$ cat src/rtl/common_bus_datapath_pkg.sv
// rtl/common_bus_datapath_pkg.sv - shared widths, bus-select codes and ALU opcodes
package common_bus_datapath_pkg;

    localparam int ADDR_W_DEF = 12;
    localparam int DATA_W_DEF = 16;

    typedef enum logic [2:0] {
        BUS_NONE = 3'd0,
        BUS_AR   = 3'd1,
        BUS_PC   = 3'd2,
        BUS_DR   = 3'd3,
        BUS_AC   = 3'd4,
        BUS_IR   = 3'd5,
        BUS_TR   = 3'd6,
        BUS_MEM  = 3'd7
    } bus_sel_e;

    typedef enum logic [2:0] {
        ALU_AND = 3'd0,
        ALU_ADD = 3'd1,
        ALU_LDA = 3'd2,
        ALU_CMA = 3'd3,
        ALU_CIR = 3'd4,
        ALU_CIL = 3'd5
    } alu_op_e;

endpackage

$ cat src/rtl/datapath_register.sv
// rtl/datapath_register.sv - bus-loadable register with clear, load and increment
module datapath_register #(
    parameter int WIDTH = 16
) (
    input  logic             clk,
    input  logic             rst_n,
    input  logic             clr,
    input  logic             ld,
    input  logic             inr,
    input  logic [WIDTH-1:0] d,
    output logic [WIDTH-1:0] q
);

    logic [WIDTH-1:0] value_q;
    logic [WIDTH-1:0] value_d;

    // clr beats ld beats inr; increment wraps naturally at the register width
    always_comb begin
        value_d = value_q;
        if (clr) begin
            value_d = '0;
        end else if (ld) begin
            value_d = d;
        end else if (inr) begin
            value_d = value_q + WIDTH'(1);
        end
    end

    always_ff @(posedge clk or negedge rst_n) begin
        if (!rst_n) begin
            value_q <= '0;
        end else begin
            value_q <= value_d;
        end
    end

    assign q = value_q;

endmodule

$ cat src/rtl/common_bus_datapath.sv
// rtl/common_bus_datapath.sv - common-bus datapath: register file, bus mux, AC/E with ALU
module common_bus_datapath
    import common_bus_datapath_pkg::*;
#(
    parameter int ADDR_W = ADDR_W_DEF,
    parameter int DATA_W = DATA_W_DEF
) (
    input  logic              clk,
    input  logic              rst_n,
    input  logic [2:0]        s,
    input  logic [2:0]        ar_ctl,
    input  logic [2:0]        pc_ctl,
    input  logic [2:0]        tr_ctl,
    input  logic [1:0]        dr_ctl,
    input  logic [2:0]        ac_ctl,
    input  logic              ir_ld,
    input  logic [2:0]        alu_op,
    input  logic [1:0]        e_ctl,
    input  logic [DATA_W-1:0] mem_rdata,
    input  logic              mem_wr_in,
    output logic [ADDR_W-1:0] mem_addr,
    output logic [DATA_W-1:0] mem_wdata,
    output logic              mem_we,
    output logic [DATA_W-1:0] bus,
    output logic [DATA_W-1:0] ir_data,
    output logic [DATA_W-1:0] ac_out,
    output logic [DATA_W-1:0] dr_out,
    output logic              e_out
);

    logic [ADDR_W-1:0] ar_q;
    logic [ADDR_W-1:0] pc_q;
    logic [DATA_W-1:0] dr_q;
    logic [DATA_W-1:0] ir_q;
    logic [DATA_W-1:0] tr_q;
    logic [DATA_W-1:0] ac_q;
    logic [DATA_W-1:0] ac_d;
    logic              e_q;
    logic              e_d;
    logic [DATA_W-1:0] alu_res;
    logic              alu_e;
    logic              alu_e_valid;

    always_comb begin
        bus = '0;
        case (bus_sel_e'(s))
            BUS_AR:  bus = {{(DATA_W-ADDR_W){1'b0}}, ar_q};
            BUS_PC:  bus = {{(DATA_W-ADDR_W){1'b0}}, pc_q};
            BUS_DR:  bus = dr_q;
            BUS_AC:  bus = ac_q;
            BUS_IR:  bus = ir_q;
            BUS_TR:  bus = tr_q;
            BUS_MEM: bus = mem_rdata;
            default: bus = '0;
        endcase
    end

    datapath_register #(.WIDTH(ADDR_W)) u_ar (
        .clk(clk), .rst_n(rst_n),
        .clr(ar_ctl[2]), .ld(ar_ctl[0]), .inr(ar_ctl[1]),
        .d(bus[ADDR_W-1:0]), .q(ar_q)
    );

    datapath_register #(.WIDTH(ADDR_W)) u_pc (
        .clk(clk), .rst_n(rst_n),
        .clr(pc_ctl[2]), .ld(pc_ctl[0]), .inr(pc_ctl[1]),
        .d(bus[ADDR_W-1:0]), .q(pc_q)
    );

    datapath_register #(.WIDTH(DATA_W)) u_dr (
        .clk(clk), .rst_n(rst_n),
        .clr(1'b0), .ld(dr_ctl[0]), .inr(dr_ctl[1]),
        .d(bus), .q(dr_q)
    );

    datapath_register #(.WIDTH(DATA_W)) u_tr (
        .clk(clk), .rst_n(rst_n),
        .clr(tr_ctl[2]), .ld(tr_ctl[0]), .inr(tr_ctl[1]),
        .d(bus), .q(tr_q)
    );

    datapath_register #(.WIDTH(DATA_W)) u_ir (
        .clk(clk), .rst_n(rst_n),
        .clr(1'b0), .ld(ir_ld), .inr(1'b0),
        .d(bus), .q(ir_q)
    );

    // ALU sees pre-edge AC/DR/E; alu_e_valid marks ops that produce a new E
    always_comb begin
        alu_res     = ac_q;
        alu_e       = e_q;
        alu_e_valid = 1'b0;
        case (alu_op)
            ALU_AND: alu_res = ac_q & dr_q;
            ALU_ADD: begin
                {alu_e, alu_res} = {1'b0, ac_q} + {1'b0, dr_q};
                alu_e_valid      = 1'b1;
            end
            ALU_LDA: alu_res = dr_q;
            ALU_CMA: alu_res = ~ac_q;
            ALU_CIR: begin
                alu_res     = {e_q, ac_q[DATA_W-1:1]};
                alu_e       = ac_q[0];
                alu_e_valid = 1'b1;
            end
            ALU_CIL: begin
                alu_res     = {ac_q[DATA_W-2:0], e_q};
                alu_e       = ac_q[DATA_W-1];
                alu_e_valid = 1'b1;
            end
            default: alu_res = ac_q;
        endcase
    end

    always_comb begin
        ac_d = ac_q;
        if (ac_ctl[2]) begin
            ac_d = '0;
        end else if (ac_ctl[0]) begin
            ac_d = alu_res;
        end else if (ac_ctl[1]) begin
            ac_d = ac_q + DATA_W'(1);
        end
    end

    // ALU-produced E only lands when AC actually takes the ALU result
    always_comb begin
        e_d = e_q;
        if (e_ctl[1]) begin
            e_d = 1'b0;
        end else if (e_ctl[0]) begin
            e_d = ~e_q;
        end else if (ac_ctl[0] && !ac_ctl[2] && alu_e_valid) begin
            e_d = alu_e;
        end
    end

    always_ff @(posedge clk or negedge rst_n) begin
        if (!rst_n) begin
            ac_q <= '0;
            e_q  <= 1'b0;
        end else begin
            ac_q <= ac_d;
            e_q  <= e_d;
        end
    end

    assign mem_addr  = ar_q;
    assign mem_wdata = bus;
    assign mem_we    = mem_wr_in;
    assign ir_data   = ir_q;
    assign ac_out    = ac_q;
    assign dr_out    = dr_q;
    assign e_out     = e_q;

endmodule

$ cat config.mk
export PLATFORM = sky130hd
export DESIGN_NAME = common_bus_datapath
export DESIGN_NICKNAME = d
export VERILOG_FILES = /design/src/rtl/common_bus_datapath_pkg.sv /design/src/rtl/datapath_register.sv /design/src/rtl/common_bus_datapath.sv
export SDC_FILE = /design/constraint.sdc
export NUM_CORES = 1
export LEC_CHECK = 0
export CORE_MARGIN = 3
export CORE_UTILIZATION = 55
export CTS_BUF_LIST = sky130_fd_sc_hd__clkbuf_16
export CTS_CLUSTER_DIAMETER = 60
export DETAILED_ROUTE_END_ITERATION = 16
export GPL_TIMING_DRIVEN = 0
export HOLD_SLACK_MARGIN = 0.02
export PLACE_DENSITY = 0.82
export SLEW_MARGIN = 10
export SYNTH_ARGS = -nofsm -noshare
export SYNTH_HDL_FRONTEND = slang
export SYNTH_HIERARCHICAL = 1
export SYNTH_SLANG_ARGS = --single-unit
export TNS_END_PERCENT = 10
$ cat constraint.sdc
create_clock -name clk -period 2.4 [get_ports clk]
set_input_delay 0.24 -clock clk [delete_from_list [all_inputs] [get_ports clk]]
set_output_delay 0.24 -clock clk [all_outputs]
set_load 0.05 [all_outputs]
Word-level counts from Yosys, hierarchy flattened --
Cells that the tools add are included.
Storage, ports and cells: register bits 89, bits in read-only memories 0, bits in writable memories 0, logic and storage cells 64, input port bits 42, memories 0, output and inout port bits 94, latch bits 0
Operators by class: shifts and indexed selects 0, div/mod/pow operators 0, bitwise gates (word level) 3, order comparisons 0, reduce and logical (&&, ||, !) cells 14, muxes and demuxes 21, $mul 0, equal/unequal tests 13, add/sub/neg operators 6
Operators by type and width (number):
- 16-bit 2-to-1 mux | 8
- 16-bit one-hot mux with 7 select lines | 1
- 16-bit one-hot mux with 6 select lines | 1
- 12-bit 2-to-1 mux | 6
- 16-bit by 1-bit adder with 16-bit output, second input constant | 3
- 12-bit by 1-bit adder with 12-bit output, second input constant | 2
- 3-bit == test, second input constant | 6
- 16-bit by 16-bit adder with 17-bit output | 1
- 16-bit bitwise AND | 1
- 16-bit inverter | 1
- 3-bit nonzero test | 5
- 3-bit by 2-bit == test with 1-bit output, second input constant | 4
- 8-bit by 1-bit != test with 1-bit output, second input constant | 1
- 3-bit by 1-bit == test with 1-bit output, second input constant | 2
- 5-bit nonzero test | 1
- 1-bit 2-to-1 mux | 4
- 2-bit AND reduction | 2
- 3-bit zero test | 1
- 1-bit one-hot mux with 3 select lines | 1
- 3-bit OR reduction | 1
- 1-bit logical AND | 2
- 2-bit nonzero test | 1
- 1-bit zero test | 1
- 1-bit inverter | 1

Longest topological paths before layout --
word-level depth 7, depth in mapped cells 10, depth with buffers taken out 8

By module --
Netlist, hierarchy kept.
By module, submodules not included:
- common_bus_datapath | times used 1, sequential area each 425.4 um2, area an instance 3751.1 um2, cells an instance 506
- datapath_register at u_dr ... | times used 3, sequential area each 400.4 um2, area an instance 964.7 um2, cells an instance 106
- datapath_register at u_ar | times used 1, sequential area each 300.3 um2, area an instance 754.5 um2, cells an instance 80
- datapath_register at u_pc | times used 1, sequential area each 300.3 um2, area an instance 750.7 um2, cells an instance 82

Least setup slack after synthesis --
Ideal clock, no wire load.
path kind input -> output, from input s[0], to output mem_wdata[6], arrival time 2.934 ns, setup slack -0.774 ns, path buffers 4, cell stages on the path 6, cells stage by stage buf_2 clkbuf_1 buf_1 a22oi_1 o21ai_0 buf_4
Between the ends: word-level cells in the longest chain between the ends 2, elaborated cells on any way between the ends 8, classes of those cells eq/ne: 7; mux: 1
RTL lines:
- from (decl) | line common_bus_datapath.sv:10 | input logic [2:0] s,
- 3-bit == test, or another cell as far along | line common_bus_datapath.sv:46 | case (bus_sel_e'(s))
- 16-bit one-hot mux with 7 select lines (*) | line common_bus_datapath.sv:46
- to (decl) | line common_bus_datapath.sv:22 | output logic [DATA_W-1:0] mem_wdata,
Mark *: on every way between the ends. The rest lies on a longest branch, timed or not.

Worst setup path after layout --
from input s[2], to output bus[7]
Between the ends: word-level cells in the longest chain between the ends 2, elaborated cells on any way between the ends 8, classes of those cells eq/ne: 7; mux: 1
RTL lines:
- 3-bit == test, or another cell as far along | line common_bus_datapath.sv:46
- 16-bit one-hot mux with 7 select lines (*) | line common_bus_datapath.sv:46
- to (decl) | line common_bus_datapath.sv:24 | output logic [DATA_W-1:0] bus,
Marked as above.

==> summary.txt <==
Finish
  • Nets: 1234
  • Area Overhead vs Synth: 29.9%
  • Filler instances: 1122
  • Share of cells above drive strength 1: 20.5%
  • Antenna Diode Count: 0

GRT
  • Largest net degree at the start of global routing: 54
  • First-pass GRT wire length: 49700 µm
  • Initial antenna violation count: 1
  • Grt total ovfl: 0
  • Gr usage total: 38.8%
  • Vias in the first global route: 8524

Status
  • Status: complete, but fails checks
  • Failing checks: setup timing

Synthesis
  • Syn Inst Count: 986
  • Syn Area/Cell: 8.27 µm²
  • Mapped Area: 0.00815 mm²
  • Post-synthesis async set-or-reset flop share: 100%
  • Post-synthesis cell type count: 73
  • Ys flop type: dfrtp_1
  • Sequential share of the synthesized area: 27.3%
  • Register bit total from synthesis: 89
  • EDFF count, synth: 0
  • Yosys Warn Count: 6

Detailed routing
  • DRT Wirelength: 32700 µm
  • Antenna viol nets, final: 0
  • Initial DRC Count: 1550
  • DRT Pass-1 Iters: 7
  • Post-route DRC violation count: 0
  • Vias/cell: 7.00
  • Vias: 9465
  • Routed length per instance: 24.2 µm

Clock network
  • Clock sinks: 89
  • H-tree depth: 3
  • CTS buffer count: 9
  • Clk Latency, worst-skew pair: 360 ps
  • Clock Tree Buf Depth: 2
  • Clock-pin slew on the worst setup and hold paths: 70 ps
  • TritonCTS clock tree: yes
  • CTS root buf: clkbuf_16

Die
  • Row count: 43
  • Die Wd: 128 µm
  • Die area: 0.0163 mm²
  • IO Count: 136
  • Die Height: 128 µm
  • Core ar.: 0.0142 mm²
  • Initial Util: 57.4%

STA
  • Clock Skew: 6.21 ps
  • Slew margin rel.: 42.6%
  • Final hold vios: 0
  • Slew Viols, Final: 0
  • Fin Setup TNS: -2.03 ps
  • Least-Margin Pin Slew: 853 ps
  • Final period utilization: 100%
  • RSZ-0062 raised after global routing: true
  • Setup slack after layout: -2.03 ps
  • Min Tclk post-route: 2400 ps
  • # setup viols final: 1
  • Max Fclk: 0.416 GHz

Worst setup path
  • Crit-path most repeated cell: clkbuf_4
  • Worst path arrival time: 2160 ps
  • WS Path Type: input port to output pin
  • Cell Chain, Critical Path: clkdlybuf4s15_1 -> clkbuf_8 -> clkbuf_4 -> clkbuf_4 -> a21o_2 -> clkdlybuf4s15_2
  • Reg2Reg Setup Slack: 40 ps
  • Worst path slowest cell: clkdlybuf4s15_2
  • CP top delay family: buffers and inverters
  • Worst Path Max Fanout: 10
  • WP buf/inv: 5
  • CP endpoint kind: output pin
  • Crit-path max cell delay: 410 ps
  • Worst setup SP type: input port
  • Req. time, crit path: 2160 ps

Power
  • Total chip power: 5320 µW
  • PD cells: 503 mW/mm²
  • LEAKAGE: 0.00421 µW
  • VDD IR max: 0.427 mV

Placement
  • I/O Buffers: 126
  • Detailed Place HPWL: 22800 µm
  • Pre-CTS setup slack: -1680 ps
  • GPL Wtd Cong: 1.03

Job
  • Max-cap violations: 0

Hold path
  • Hold Crit Class: input port to flop
-- Yosys cell counts, types with 12 or more instances --
| library cell | instances | area [µm²] |
|---|---|---|
| nor2_1 | 101 | 379 |
| dfrtp_1 | 89 | 2230 |
| nand2_1 | 74 | 278 |
| a21oi_1 | 66 | 330 |
| o21ai_0 | 56 | 280 |
| a211oi_1 | 46 | 345 |
| clkbuf_1 | 34 | 128 |
| nand3_1 | 33 | 165 |
| xor2_1 | 24 | 210 |
| ha_1 | 23 | 288 |
| inv_1 | 23 | 86.3 |
| nand4_1 | 23 | 144 |
| xnor2_1 | 23 | 201 |
| buf_4 | 21 | 158 |
| a311oi_1 | 20 | 175 |
| mux2i_1 | 20 | 200 |
| buf_2 | 17 | 85.1 |
| nor4_1 | 16 | 100 |
| a22oi_1 | 15 | 113 |
| nor2b_1 | 15 | 93.8 |
| or3_1 | 15 | 93.8 |
| nand2b_1 | 14 | 87.6 |
| or4_1 | 14 | 105 |
| mux2_2 | 12 | 135 |
| nor3_1 | 12 | 60.1 |
-- stage by stage --
| step | instance area (µm²) | hold WS [ps] | util [%] | instances |
|---|---|---|---|---|
| after detailed placement | 9730 | 262 | 68.5 | 1307 |
| final | 10600 | 225 | 74.5 | 1353 |
| after global routing | 10600 | 245 | 74.5 | 1353 |
| after floorplan | 8220 | -55.6 | - | 1000 |
| after global placement | 9710 | 564 | 68.3 | 1306 |
| after CTS | 10400 | 220 | 73.2 | 1343 |
-- what timing repair did --
action	in CTS	in global routing
buffers inserted	20	10
pin swaps	9	7
gates resized for setup	193	63
setup endpoints to repair	118	43
cloned	0	0
hold endpoints to repair	36	0
hold buffers	1	0
-- worst paths after layout --
| path | startpoint | to | depth (start not counted) |
|---|---|---|---|
| max in group asynchronous | rst_n | u_pc/q[11] | 3 |
| max reg2reg | u_dr/q[0] | ac_out[14] | 8 |
| min in group asynchronous | rst_n | ac_out[14] | 2 |
| min reg2reg | u_tr/q[15] | u_tr/q[15] | 2 |
| max | s[2] | bus[7] | 6 |
| min | ar_ctl[1] | u_ar/q[0] | 4 |
-- layout make-up --
class                           count  area, µm²  area share [%]
Tap cell                          180        225            2.13
Clock inverter                      7       92.6           0.875
Clock buffer                        9        225            2.13
Timing Repair Buffer              158       1480            13.9
Inverter                           30        128            1.21
Buffer                             86        588            5.55
Multi-Input combinational cell    794       5610            53.0
Sequential cell                    89       2240            21.2
-- metal layers --
metal  global-route usage, %  wire length (µm)  share of wire, %  up-vias
li1                        -                 -                 -     4080
met1                    55.5             12900                39     4483
met2                    56.6             14300                44      765
met3                    9.75              4180                13      135
met4                    14.5              1310               4.0        2
met5                       0                13             0.040        -
-- cell usage in the layout, fill, tap and decap left out, types with 9 or more instances in the layout --
cell type / count
o21ai_4: 10
xnor2_1: 23
nor3_1: 10
clkbuf_16: 9
a21oi_1: 66
mux2i_1: 20
a22oi_1: 13
nand3_1: 32
a211oi_1: 43
nor2b_1: 14
dfrtp_1: 79
clkbuf_1: 21
a311oi_1: 20
or4_1: 14
dfrtp_2: 10
buf_4: 60
nor4_1: 14
or3_1: 15
mux2_2: 12
nand2_1: 72
clkdlybuf4s50_1: 89
ha_1: 15
buf_6: 14
o21ai_0: 46
nor2_1: 101
nand4_1: 23
conb_1: 15
xor2_1: 24
buf_2: 30
nand2b_1: 14
inv_1: 24
mux4_2: 9
-- cells by family (layout without fill, tap and decap cells) --
family | after synthesis | count (layout) | synth area share, %
adder cells (fa/ha/maj) | 24 | 24 | 3.78
flip-flops | 89 | 89 | 27.3
XOR/XNOR | 47 | 47 | 5.05
AND/OR/NAND/NOR | 351 | 351 | 22.6
AO/OA/AOI/OAI | 316 | 316 | 26.8
other | 1 | 15 | 0.0460
multiplexers | 41 | 41 | 6.60
buffers and inverters | 117 | 290 | 7.80
-- report_power, final --
group / switching [µW] / internal (µW)
clock: 668 / 914
combinational: 1220 / 711
sequential: 216 / 1590
total: 2110 / 3220
-- registers in the layout, summed over array words and instances (netlist names) --
register	cells
u_dr/q	16
u_pc/q	12
u_tr/q	16
ac_out	16
u_ar/q	12
e_out	1
u_ir/q	16
-- worst min-delay path, stage by stage --
cell	delay, ps
buf_6	120
xor2_1	70
nand2_1	60
a21oi_1	60
No activity file was read; power rests on OpenSTA's default activity.
